===== src/rtl/frame_buffer_ctrl_if.sv =====
// frame_buffer_ctrl_if: pixel bus between the load/store unit (master) and the frame buffer (slave).
//   we/x_write/y_write/write_value : write request
//   re/x_read/y_read               : read request
//   read_value/read_valid          : registered read response, one cycle after re
//   fill_start/fill_value          : bulk clear-to-colour request
//   busy/wr_error                  : fill engine active / rejected-write pulse
interface frame_buffer_ctrl_if #(
    parameter int XBits     = 9,
    parameter int YBits     = 8,
    parameter int ColorBits = 3
);
    logic                 we;
    logic [XBits-1:0]     x_write;
    logic [YBits-1:0]     y_write;
    logic [ColorBits-1:0] write_value;
    logic                 re;
    logic [XBits-1:0]     x_read;
    logic [YBits-1:0]     y_read;
    logic [ColorBits-1:0] read_value;
    logic                 read_valid;
    logic                 fill_start;
    logic [ColorBits-1:0] fill_value;
    logic                 busy;
    logic                 wr_error;

    modport master (
        output we, x_write, y_write, write_value, re, x_read, y_read, fill_start, fill_value,
        input  read_value, read_valid, busy, wr_error
    );

    modport slave (
        input  we, x_write, y_write, write_value, re, x_read, y_read, fill_start, fill_value,
        output read_value, read_valid, busy, wr_error
    );
endinterface


===== src/rtl/frame_buffer_ctrl.sv =====
// frame_buffer_ctrl: Width x Height pixel store with registered reads, bounds checks and a fill engine.
//   clk : system clock, all state on rising edge
//   rst : asynchronous active-high reset; starts a clear-to-0 fill
//   bus : frame_buffer_ctrl_if slave (write/read/fill requests, read response, busy, wr_error)
module frame_buffer_ctrl #(
    parameter int Width     = 5,
    parameter int Height    = 10,
    parameter int ColorBits = 3,
    parameter int XBits     = 9,
    parameter int YBits     = 8
) (
    input logic               clk,
    input logic               rst,
    frame_buffer_ctrl_if.slave bus
);
    localparam int Depth   = Width * Height;
    localparam int IdxBits = Depth > 1 ? $clog2(Depth) : 1;

    typedef enum logic {IDLE, FILL} state_t;

    state_t               state_q, state_d;
    logic [IdxBits-1:0]   cnt_q, cnt_d;
    logic [ColorBits-1:0] color_q, color_d;
    logic [ColorBits-1:0] rdata_q, rdata_d;
    logic                 rvalid_q;
    logic                 werr_q, werr_d;
    logic [ColorBits-1:0] mem_q [Depth];

    logic                 busy;
    logic                 last;
    logic                 w_in, r_in;
    logic [IdxBits-1:0]   w_idx, r_idx;
    logic                 mem_we;
    logic [IdxBits-1:0]   mem_idx;
    logic [ColorBits-1:0] mem_wdata;

    assign w_in  = 32'(bus.x_write) < Width && 32'(bus.y_write) < Height;
    assign r_in  = 32'(bus.x_read) < Width && 32'(bus.y_read) < Height;
    // Only meaningful when the coordinate is in range, where it always fits IdxBits.
    assign w_idx = IdxBits'(bus.y_write) * IdxBits'(Width) + IdxBits'(bus.x_write);
    assign r_idx = IdxBits'(bus.y_read) * IdxBits'(Width) + IdxBits'(bus.x_read);
    assign last  = cnt_q == IdxBits'(Depth - 1);

    always_ff @(posedge clk or posedge rst) begin
        if (rst) state_q <= FILL;
        else     state_q <= state_d;
    end

    always_comb begin
        state_d = state_q;
        state_d = (state_q == IDLE) ? (bus.fill_start ? FILL : IDLE) : (last ? IDLE : FILL);
    end

    always_comb begin
        busy = state_q == FILL;
    end

    // The fill engine owns the single write port while busy; user writes are rejected then.
    always_comb begin
        cnt_d     = busy ? (last ? '0 : cnt_q + 1'b1) : (bus.fill_start ? '0 : cnt_q);
        color_d   = (!busy && bus.fill_start) ? bus.fill_value : color_q;
        mem_we    = busy || (bus.we && w_in);
        mem_idx   = busy ? cnt_q : w_idx;
        mem_wdata = busy ? color_q : bus.write_value;
        werr_d    = bus.we && (!w_in || busy);
        rdata_d   = bus.re ? (r_in ? mem_q[r_idx] : '0) : rdata_q;
    end

    always_ff @(posedge clk or posedge rst) begin
        if (rst) begin
            cnt_q    <= '0;
            color_q  <= '0;
            rdata_q  <= '0;
            rvalid_q <= 1'b0;
            werr_q   <= 1'b0;
        end else begin
            cnt_q    <= cnt_d;
            color_q  <= color_d;
            rdata_q  <= rdata_d;
            rvalid_q <= bus.re;
            werr_q   <= werr_d;
        end
    end

    // Array is not reset; the post-reset fill clears it. Reads sample old data (read-before-write).
    always_ff @(posedge clk) begin
        if (mem_we) mem_q[mem_idx] <= mem_wdata;
    end

    assign bus.read_value = rdata_q;
    assign bus.read_valid = rvalid_q;
    assign bus.busy       = busy;
    assign bus.wr_error   = werr_q;
endmodule


===== src/flat_wrapper.sv =====
// flat-port wrapper written by rule: the top's interface ports become plain ports
module frame_buffer_ctrl_flat 
#(
    parameter int Width     = 5,
    parameter int Height    = 10,
    parameter int ColorBits = 3,
    parameter int XBits     = 9,
    parameter int YBits     = 8
)
  (clk, rst, bus_we, bus_x_write, bus_y_write, bus_write_value, bus_re, bus_x_read, bus_y_read, bus_fill_start, bus_fill_value, bus_read_value, bus_read_valid, bus_busy, bus_wr_error);
  frame_buffer_ctrl_if #(.XBits(XBits), .YBits(YBits), .ColorBits(ColorBits)) bus_i ();
  input logic clk;
  input logic rst;
  input wire logic [$bits(bus_i.we)-1:0] bus_we;
  input wire logic [$bits(bus_i.x_write)-1:0] bus_x_write;
  input wire logic [$bits(bus_i.y_write)-1:0] bus_y_write;
  input wire logic [$bits(bus_i.write_value)-1:0] bus_write_value;
  input wire logic [$bits(bus_i.re)-1:0] bus_re;
  input wire logic [$bits(bus_i.x_read)-1:0] bus_x_read;
  input wire logic [$bits(bus_i.y_read)-1:0] bus_y_read;
  input wire logic [$bits(bus_i.fill_start)-1:0] bus_fill_start;
  input wire logic [$bits(bus_i.fill_value)-1:0] bus_fill_value;
  output wire logic [$bits(bus_i.read_value)-1:0] bus_read_value;
  output wire logic [$bits(bus_i.read_valid)-1:0] bus_read_valid;
  output wire logic [$bits(bus_i.busy)-1:0] bus_busy;
  output wire logic [$bits(bus_i.wr_error)-1:0] bus_wr_error;
  assign bus_i.we = bus_we;
  assign bus_i.x_write = bus_x_write;
  assign bus_i.y_write = bus_y_write;
  assign bus_i.write_value = bus_write_value;
  assign bus_i.re = bus_re;
  assign bus_i.x_read = bus_x_read;
  assign bus_i.y_read = bus_y_read;
  assign bus_i.fill_start = bus_fill_start;
  assign bus_i.fill_value = bus_fill_value;
  assign bus_read_value = bus_i.read_value;
  assign bus_read_valid = bus_i.read_valid;
  assign bus_busy = bus_i.busy;
  assign bus_wr_error = bus_i.wr_error;
  frame_buffer_ctrl #(.Width(Width), .Height(Height), .ColorBits(ColorBits), .XBits(XBits), .YBits(YBits)) u_core (.clk(clk), .rst(rst), .bus(bus_i));
endmodule

===== config.mk =====
export PLATFORM = sky130hd
export DESIGN_NAME = frame_buffer_ctrl_flat
export DESIGN_NICKNAME = d
export VERILOG_FILES = /design/src/rtl/frame_buffer_ctrl_if.sv /design/src/rtl/frame_buffer_ctrl.sv /design/src/flat_wrapper.sv
export SDC_FILE = /design/constraint.sdc
export NUM_CORES = 1
export LEC_CHECK = 0
export CAP_MARGIN = 5
export CORE_MARGIN = 4
export CORE_UTILIZATION = 64
export CTS_CLUSTER_SIZE = 28
export DETAILED_ROUTE_END_ITERATION = 8
export PLACE_DENSITY = 0.85
export RECOVER_POWER = 50
export SLEW_MARGIN = 5
export SYNTH_ARGS = -nofsm -noshare
export SYNTH_HDL_FRONTEND = slang
export SYNTH_SLANG_ARGS = --single-unit
export TNS_END_PERCENT = 20

===== constraint.sdc =====
create_clock -name clk -period 6.9 [get_ports clk]
set_clock_uncertainty 0.05 [all_clocks]
set_input_delay 1.38 -clock clk [delete_from_list [all_inputs] [get_ports clk]]
set_output_delay 1.38 -clock clk [all_outputs]
set_load 0.05 [all_outputs]

==> results of run 1 <==
logic make-up after synthesis:
logic type                 Yosys count  synth area share [%]
xor gates and xnor gates            14                  2.07
muxes                               54                  14.2
DFF                                165                  64.1
buffers and inverters               33                  2.07
AOI/OAI and AO/OA                   58                  5.16
adders and majority gates           28                  5.19
and+or+nand+nor                    122                  7.18
cells in the mapped netlist, types with 6 or more instances:
cell type	number
edfxtp_1	150
nor2_1	64
mux4_2	31
ha_1	22
nand2_1	21
o21ai_0	19
inv_1	16
dfrtp_1	14
nand3_1	12
mux4_1	9
a21oi_1	8
clkbuf_1	8
mux2_2	7
mux2i_1	7
xnor2_1	7
fa_1	6
sequential cells by signal (all words and copies together), names as in the netlist:
signal,flops
u_core.mem_q,150
u_core.bus.wr_error,1
u_core.cnt_q,6
u_core.bus.read_value,3
u_core.bus.busy,1
u_core.color_q,3
u_core.bus.read_valid,1
critical path, cell delays in order:
cell,delay (ps)
clkdlybuf4s50_1,450
ha_1,340
fa_1,460
ha_1,350
a21o_1,190
a21oi_1,160
xnor3_1,250
mux2i_1,740
nand2_1,390
nor2_1,390
how the worst max path moves through the flow:
stage	startpoint	end	slack [ps]	cells past startpoint
6_report	bus_y_write[1]	u_core.mem_q[25][0]	1840	10
5_1_grt	bus_y_write[1]	u_core.mem_q[25][0]	1720	10
4_1_cts	bus_y_write[1]	u_core.mem_q[25][0]	1890	10
3_5_place_dp	bus_y_write[1]	u_core.mem_q[6][1]	1470	10
3_3_place_gp	bus_y_read[1]	u_core.bus.read_value[2]	1650	10
2_1_floorplan	bus_y_read[0]	u_core.bus.read_value[0]	2470	8
power by group through the flow:
stage               logic (mW)  clock network [mW]  registers [mW]
floorplan                0.272                   0            1.12
global placement         0.362                   0            1.11
detailed placement       0.376                   0            1.11
CTS                      0.387               0.913            1.09
global route             0.417               0.968            1.09
finish                   0.392               0.912            1.09
metrics by stage:
step                instance area (sq um)  worst slack, ps  hold WS (ps)  instances
floorplan                            7610             2470           422        474
global placement                     8230             1650           437        654
detailed placement                   8230             1470           441        654
CTS                                  8800             1890           455        686
global route                         8800             1720           481        686
finish                               8800             1840           453        686
cell type report:
cell class	instances	area [sq um]	share of cell area, %
clock inverter	15	148	1.68
multi-input combinational	276	2580	29.3
clock buffer	17	425	4.83
sequential	165	4880	55.5
tap	143	179	2.03
timing repair buffer	54	531	6.03
inverter	16	60.1	0.682
metal layers:
layer / vias to the layer above / part of all wire [%]
met5: - / 0
met4: 0 / 4.1
met3: 69 / 11
met2: 401 / 49
met1: 2289 / 36
li1: 1973 / -
layout by cell type, fill, tap and decap left out, types with 4 or more instances in the layout:
cell type / Yosys / layout
a211oi_1: 4 / 4
dfrtp_1: 14 / 14
xnor2_1: 7 / 7
clkinv_4: 0 / 6
nand3_1: 12 / 12
mux4_2: 31 / 31
edfxtp_1: 150 / 150
mux4_1: 9 / 9
buf_4: 2 / 4
clkdlybuf4s50_1: 0 / 44
inv_1: 16 / 16
ha_1: 22 / 21
clkbuf_16: 0 / 17
fa_1: 6 / 6
mux2i_1: 7 / 7
o21ai_0: 19 / 19
nand2b_1: 4 / 4
a21o_1: 4 / 4
xor2_1: 4 / 4
nand2_1: 21 / 21
nor2_1: 64 / 64
nor2b_1: 4 / 4
dlygate4sd3_1: 0 / 6
a21oi_1: 8 / 8
mux2_2: 7 / 4
==> results.txt, run 1 <==
Antenna Nets Post-Route: 0
CTS Buf Count: 17
Worst Reg-to-Reg Cells: 4
CTS clock-pin slew for the worst setup and hold paths: 60 ps
Final core utilization: 76.4%
Pleak: 2.94 nW
Failing checks: capacitance limit, slew limit
Period minus WS final: 5060 ps
Final WL: 18100 um
Worst Max-Slew Pin Slew: 1710 ps
Hold/Removal Path Class: reg -> reg
GR peak layer: met2
Cells after Synth: 474
Maximum vdd drop: 0.000206 V
P_sw: 0.623 mW
CORE AREA: 11500 sq um
Die area: 13700 sq um
Synthesized Nets: 547
Largest net degree at the start of global routing: 51
Mapped Avg Cell Area: 16.1 sq um
CP required: 6950 ps
Worst-Skew Late Latency: 430 ps
Clock root buffer: clkbuf_16
CTS tree: yes
Synthesized flop and latch total: 165
Layout cells sized above 1: 14.7%
Final setup TNS: 0 ps
Mapped cell area: 7610 sq um
Library cells used by synthesis: 56
Post-cts resize count: 0
H-tree depth: 4
Synthesis Warnings: 0
Met2 Usage GRT: 46.9%
Pins Over Slew Limit: 153
Endpoint, Worst Hold: u_core.color_q[0]
Post-synth top area share: 59.2%
Combinational share of power: 16.4%
Drt first pass iters: 5
Seq pwr share: 45.6%
Switching Share: 26.0%
First-pass GRT wire length: 28100 um
# hold bufs at CTS: 0
Final period utilization: 73.3%
Fraction of registers with async set/reset: 9.09%
GR met1 Demand/Resource: 37.3%
Synth area leaders: edfxtp_1 59%, mux4_2 9.2%, dfrtp_1 4.6%
Total number of vias: 4732
Starting Density: 66.1%
Vias in the first global route: 4905
Status: complete, but fails checks
I/O pin count: 51
Final routed DRC violation total: 0
Post-synth EDFFs: 150
Final Hold Fails: 0
Row cnt: 39
WHS Path Cells: 1
Crit path arrival time: 5100 ps
WL/cell: 26.4 um
Final net count: 603
Initial antenna violation count: 0
Port Buf Inserts: 50
Largest area contributor in the netlist: edfxtp_1
Peak fanout along the critical path: 9
Die Y: 117 um
Power per cell area: 272 nW/um^2
Number of max-cap violations: 3
Ys flop type: edfxtp_1
Pint: 1.78 mW
Postcts setup bufs: 0
Clock Sinks: 165
Die Wd: 117 um
GRT Util Overall: 29.0%
RSZ-0062 raised after global routing: false
Post-detail-place hpwl: 11500 um
Worst r2r dst: u_core.mem_q[6][1]
Gr ovfl total: 0
Max Fclk: 198 MHz
Longest Clk Path Bufs: 2
Setup-failing EPs final: 0
R2r setup slk: 3960 ps
Element type at the critical path end: flop
Initial DRC count: 735
Via density: 6.90
CP startpoint kind: input port
Hold Startpoint: u_core.color_q[0]
Gpl congestion: 0.850
Overall power: 2.40 mW
Area growth syn-to-layout: 15.6%
Clk network pwr share: 38.0%
N_diodes: 0
Worst Path Class, Setup: in -> reg
Filler cells: 636
FF-to-FF Start: u_core.bus.busy
GR Layer Usage met3: 8.59%
Post-synthesis sequential area ratio: 64.1%
Worst slew margin: -14.3%
Note: power is estimated with default switching activity, not from simulation.
==> run 2: changes to the inputs <==
CORE_UTILIZATION = 53   (was 64)
PLACE_DENSITY = 0.76   (was 0.85)
clock period = 4.35 ns   (was 6.9 ns; I/O delays follow)
==> results.txt, run 2 (same netlist as run 1, synthesis figures left out) <==
Status: complete, but fails checks (unchanged)
Failing checks: capacitance limit, slew limit (unchanged)
Post-cts resize count: 0 (unchanged)
Power per cell area: 437 nW/um^2 (was 272 nW/um^2)
Die area: 16300 sq um (was 13700 sq um)
First-pass GRT wire length: 26600 um (was 28100 um)
Final routed DRC violation total: 0 (unchanged)
Commonest non-fill, non-tap cell in the layout: edfxtp_1 (unchanged)
Hold/Removal Path Class: reg -> reg (unchanged)
Final net count: 625 (was 603)
Via density: 6.07 (was 6.90)
Pleak: 3.07 nW (was 2.94 nW)
Most flop-heavy register: u_core.mem_q (unchanged)
Layout cells sized above 1: 17.3% (was 14.7%)
Starting Density: 54.4% (was 66.1%)
P_sw: 0.914 mW (was 0.623 mW)
CTS clock-pin slew for the worst setup and hold paths: 60 ps (about the same)
Element type at the critical path end: flop (unchanged)
CORE AREA: 14000 sq um (was 11500 sq um)
WHS Path Cells: 1 (unchanged)
Worst r2r dst: u_core.mem_q[44][0] (was u_core.mem_q[6][1])
Area growth syn-to-layout: 19.5% (was 15.6%)
Clock Sinks: 165 (unchanged)
RSZ-0062 raised after global routing: false (unchanged)
Post-detail-place hpwl: 11500 um (about the same)
CP required: 4590 ps (was 6950 ps)
FF-to-FF Start: u_core.bus.busy (unchanged)
Endpoint, Worst Hold: u_core.color_q[2] (was u_core.color_q[0])
Port Buf Inserts: 50 (unchanged)
Initial DRC count: 601 (was 735)
Period minus WS final: 4060 ps
Gr ovfl total: 0 (unchanged)
Die Y: 128 um (was 117 um)
Finished Layout Cells: 745 (was 686)
Worst slew margin: -6.95% (was -14.3%)
Crit path arrival time: 4300 ps (was 5100 ps)
Final worst setup slack: 290 ps (was 1840 ps)
Hold Startpoint: u_core.color_q[2] (was u_core.color_q[0])
Worst Reg-to-Reg Cells: 1 (was 4)
# hold bufs at CTS: 0 (unchanged)
Die Wd: 128 um (was 117 um)
Max FFs per register: 150 (unchanged)
Initial antenna violation count: 0 (unchanged)
CTS Buf Count: 17 (unchanged)
R2r setup slk: 1360 ps (was 3960 ps)
Seq pwr share: 43.7% (was 45.6%)
Longest Clk Path Bufs: 2 (unchanged)
Combinational share of power: 15.9% (was 16.4%)
Worst Path Class, Setup: in -> reg (unchanged)
Number of max-cap violations: 2 (was 3)
Largest net degree at the start of global routing: 51 (unchanged)
Filler cells: 976 (was 636)
Gpl congestion: 0.862 (was 0.850)
Pins Over Slew Limit: 102 (was 153)
Maximum vdd drop: 0.000263 V (was 0.000206 V)
Worst Max-Slew Pin Slew: 1600 ps (was 1710 ps)
N_diodes: 0 (unchanged)
Antenna Nets Post-Route: 0 (unchanged)
Pint: 3.06 mW (was 1.78 mW)
CP startpoint kind: input port (unchanged)
Total number of vias: 4524 (was 4732)
H-tree depth: 4 (unchanged)
Switching Share: 23.0% (was 26.0%)
Clk network pwr share: 40.4% (was 38.0%)
Final period utilization: 93.3%
Worst-Skew Late Latency: 420 ps (was 430 ps)
Pre-CTS setup slack: -138 ps (was 1470 ps)
CTS tree: yes (unchanged)
Largest regs: u_core.mem_q: 150 flops, u_core.cnt_q: 6 flops (unchanged)
Setup-failing EPs final: 0 (unchanged)
Max Fclk: 246 MHz
Postcts setup bufs: 0 (unchanged)
Vias in the first global route: 4828 (was 4905)
Row cnt: 43 (was 39)
Peak fanout along the critical path: 7 (was 9)
Drt first pass iters: 6 (was 5)
Most frequent cells in the layout: 150 x edfxtp_1, 64 x nor2_1, 47 x clkdlybuf4s50_1 (was 150 x edfxtp_1, 64 x nor2_1, 44 x clkdlybuf4s50_1)
Cells after DPL: 713 (was 654)
I/O pin count: 51 (unchanged)
Final WL: 16600 um (was 18100 um)
WL/cell: 22.2 um (was 26.4 um)
Clock root buffer: clkbuf_16 (unchanged)
GRT Util Overall: 21.9% (was 29.0%)
Final Hold Fails: 0 (unchanged)
run 2: critical path, stage by stage:
cell and delay (ps):
clkdlybuf4s50_1 460, ha_1 330, fa_1 460, ha_1 420, a21oi_1 250, a21oi_1 120, nor2_1 290, mux4_2 560
a2111oi_2 400, o22ai_1 140
run 2: cell type report:
class	instances	area (sq um)	share of cell area (%)
multi-input combinational	276	2580	28.3
clock inverter	14	206	2.27
tap	180	225	2.47
clock buffer	18	429	4.72
sequential	165	4880	53.6
timing repair buffer	76	721	7.92
inverter	16	60.1	0.660
run 2: layer usage:
metal | GRT usage [%] | routed length, um | vias to the layer above
li1 | - | - | 2024
met1 | 28.5 | 6670 | 2250
met2 | 36.6 | 8340 | 227
met3 | 6.21 | 1300 | 23
met4 | 5.87 | 254 | 0
met5 | 0 | 0 | -
run 2: worst max-delay path by stage:
stage / endpoint / slack (ps) / depth (start not counted) / from
after floorplan: u_core.bus.read_value[0] / 430 / 8 / bus_y_read[0]
after global routing: u_core.bus.read_value[0] / 120 / 10 / bus_y_read[1]
final: u_core.bus.read_value[0] / 290 / 10 / bus_y_read[1]
after detailed placement: u_core.bus.read_value[0] / -140 / 10 / bus_y_read[1]
after global placement: u_core.bus.read_value[2] / -20 / 9 / bus_y_read[0]
after CTS: u_core.bus.read_value[0] / 300 / 10 / bus_y_read[1]
run 2: metrics by stage:
stage | setup TNS (ps) | utilization (%) | power (mW) | hold slack [ps] | area [sq um]
floorplan | 0 | - | 2.20 | 422 | 7610
global placement | -34.7 | 60.5 | 2.38 | 438 | 8470
detailed placement | -263 | 60.5 | 2.40 | 448 | 8470
CTS | 0 | 65.1 | 4.00 | 465 | 9100
global route | 0 | 65.1 | 4.13 | 487 | 9100
finish | 0 | 65.1 | 3.97 | 459 | 9100
run 2: power by group through the flow:
stage / Combinational (mW) / Sequential [mW] / Clock [mW]
finish: 0.633 / 1.74 / 1.61
global route: 0.687 / 1.74 / 1.71
CTS: 0.638 / 1.73 / 1.62
detailed placement: 0.632 / 1.77 / 0
global placement: 0.614 / 1.77 / 0
floorplan: 0.431 / 1.77 / 0
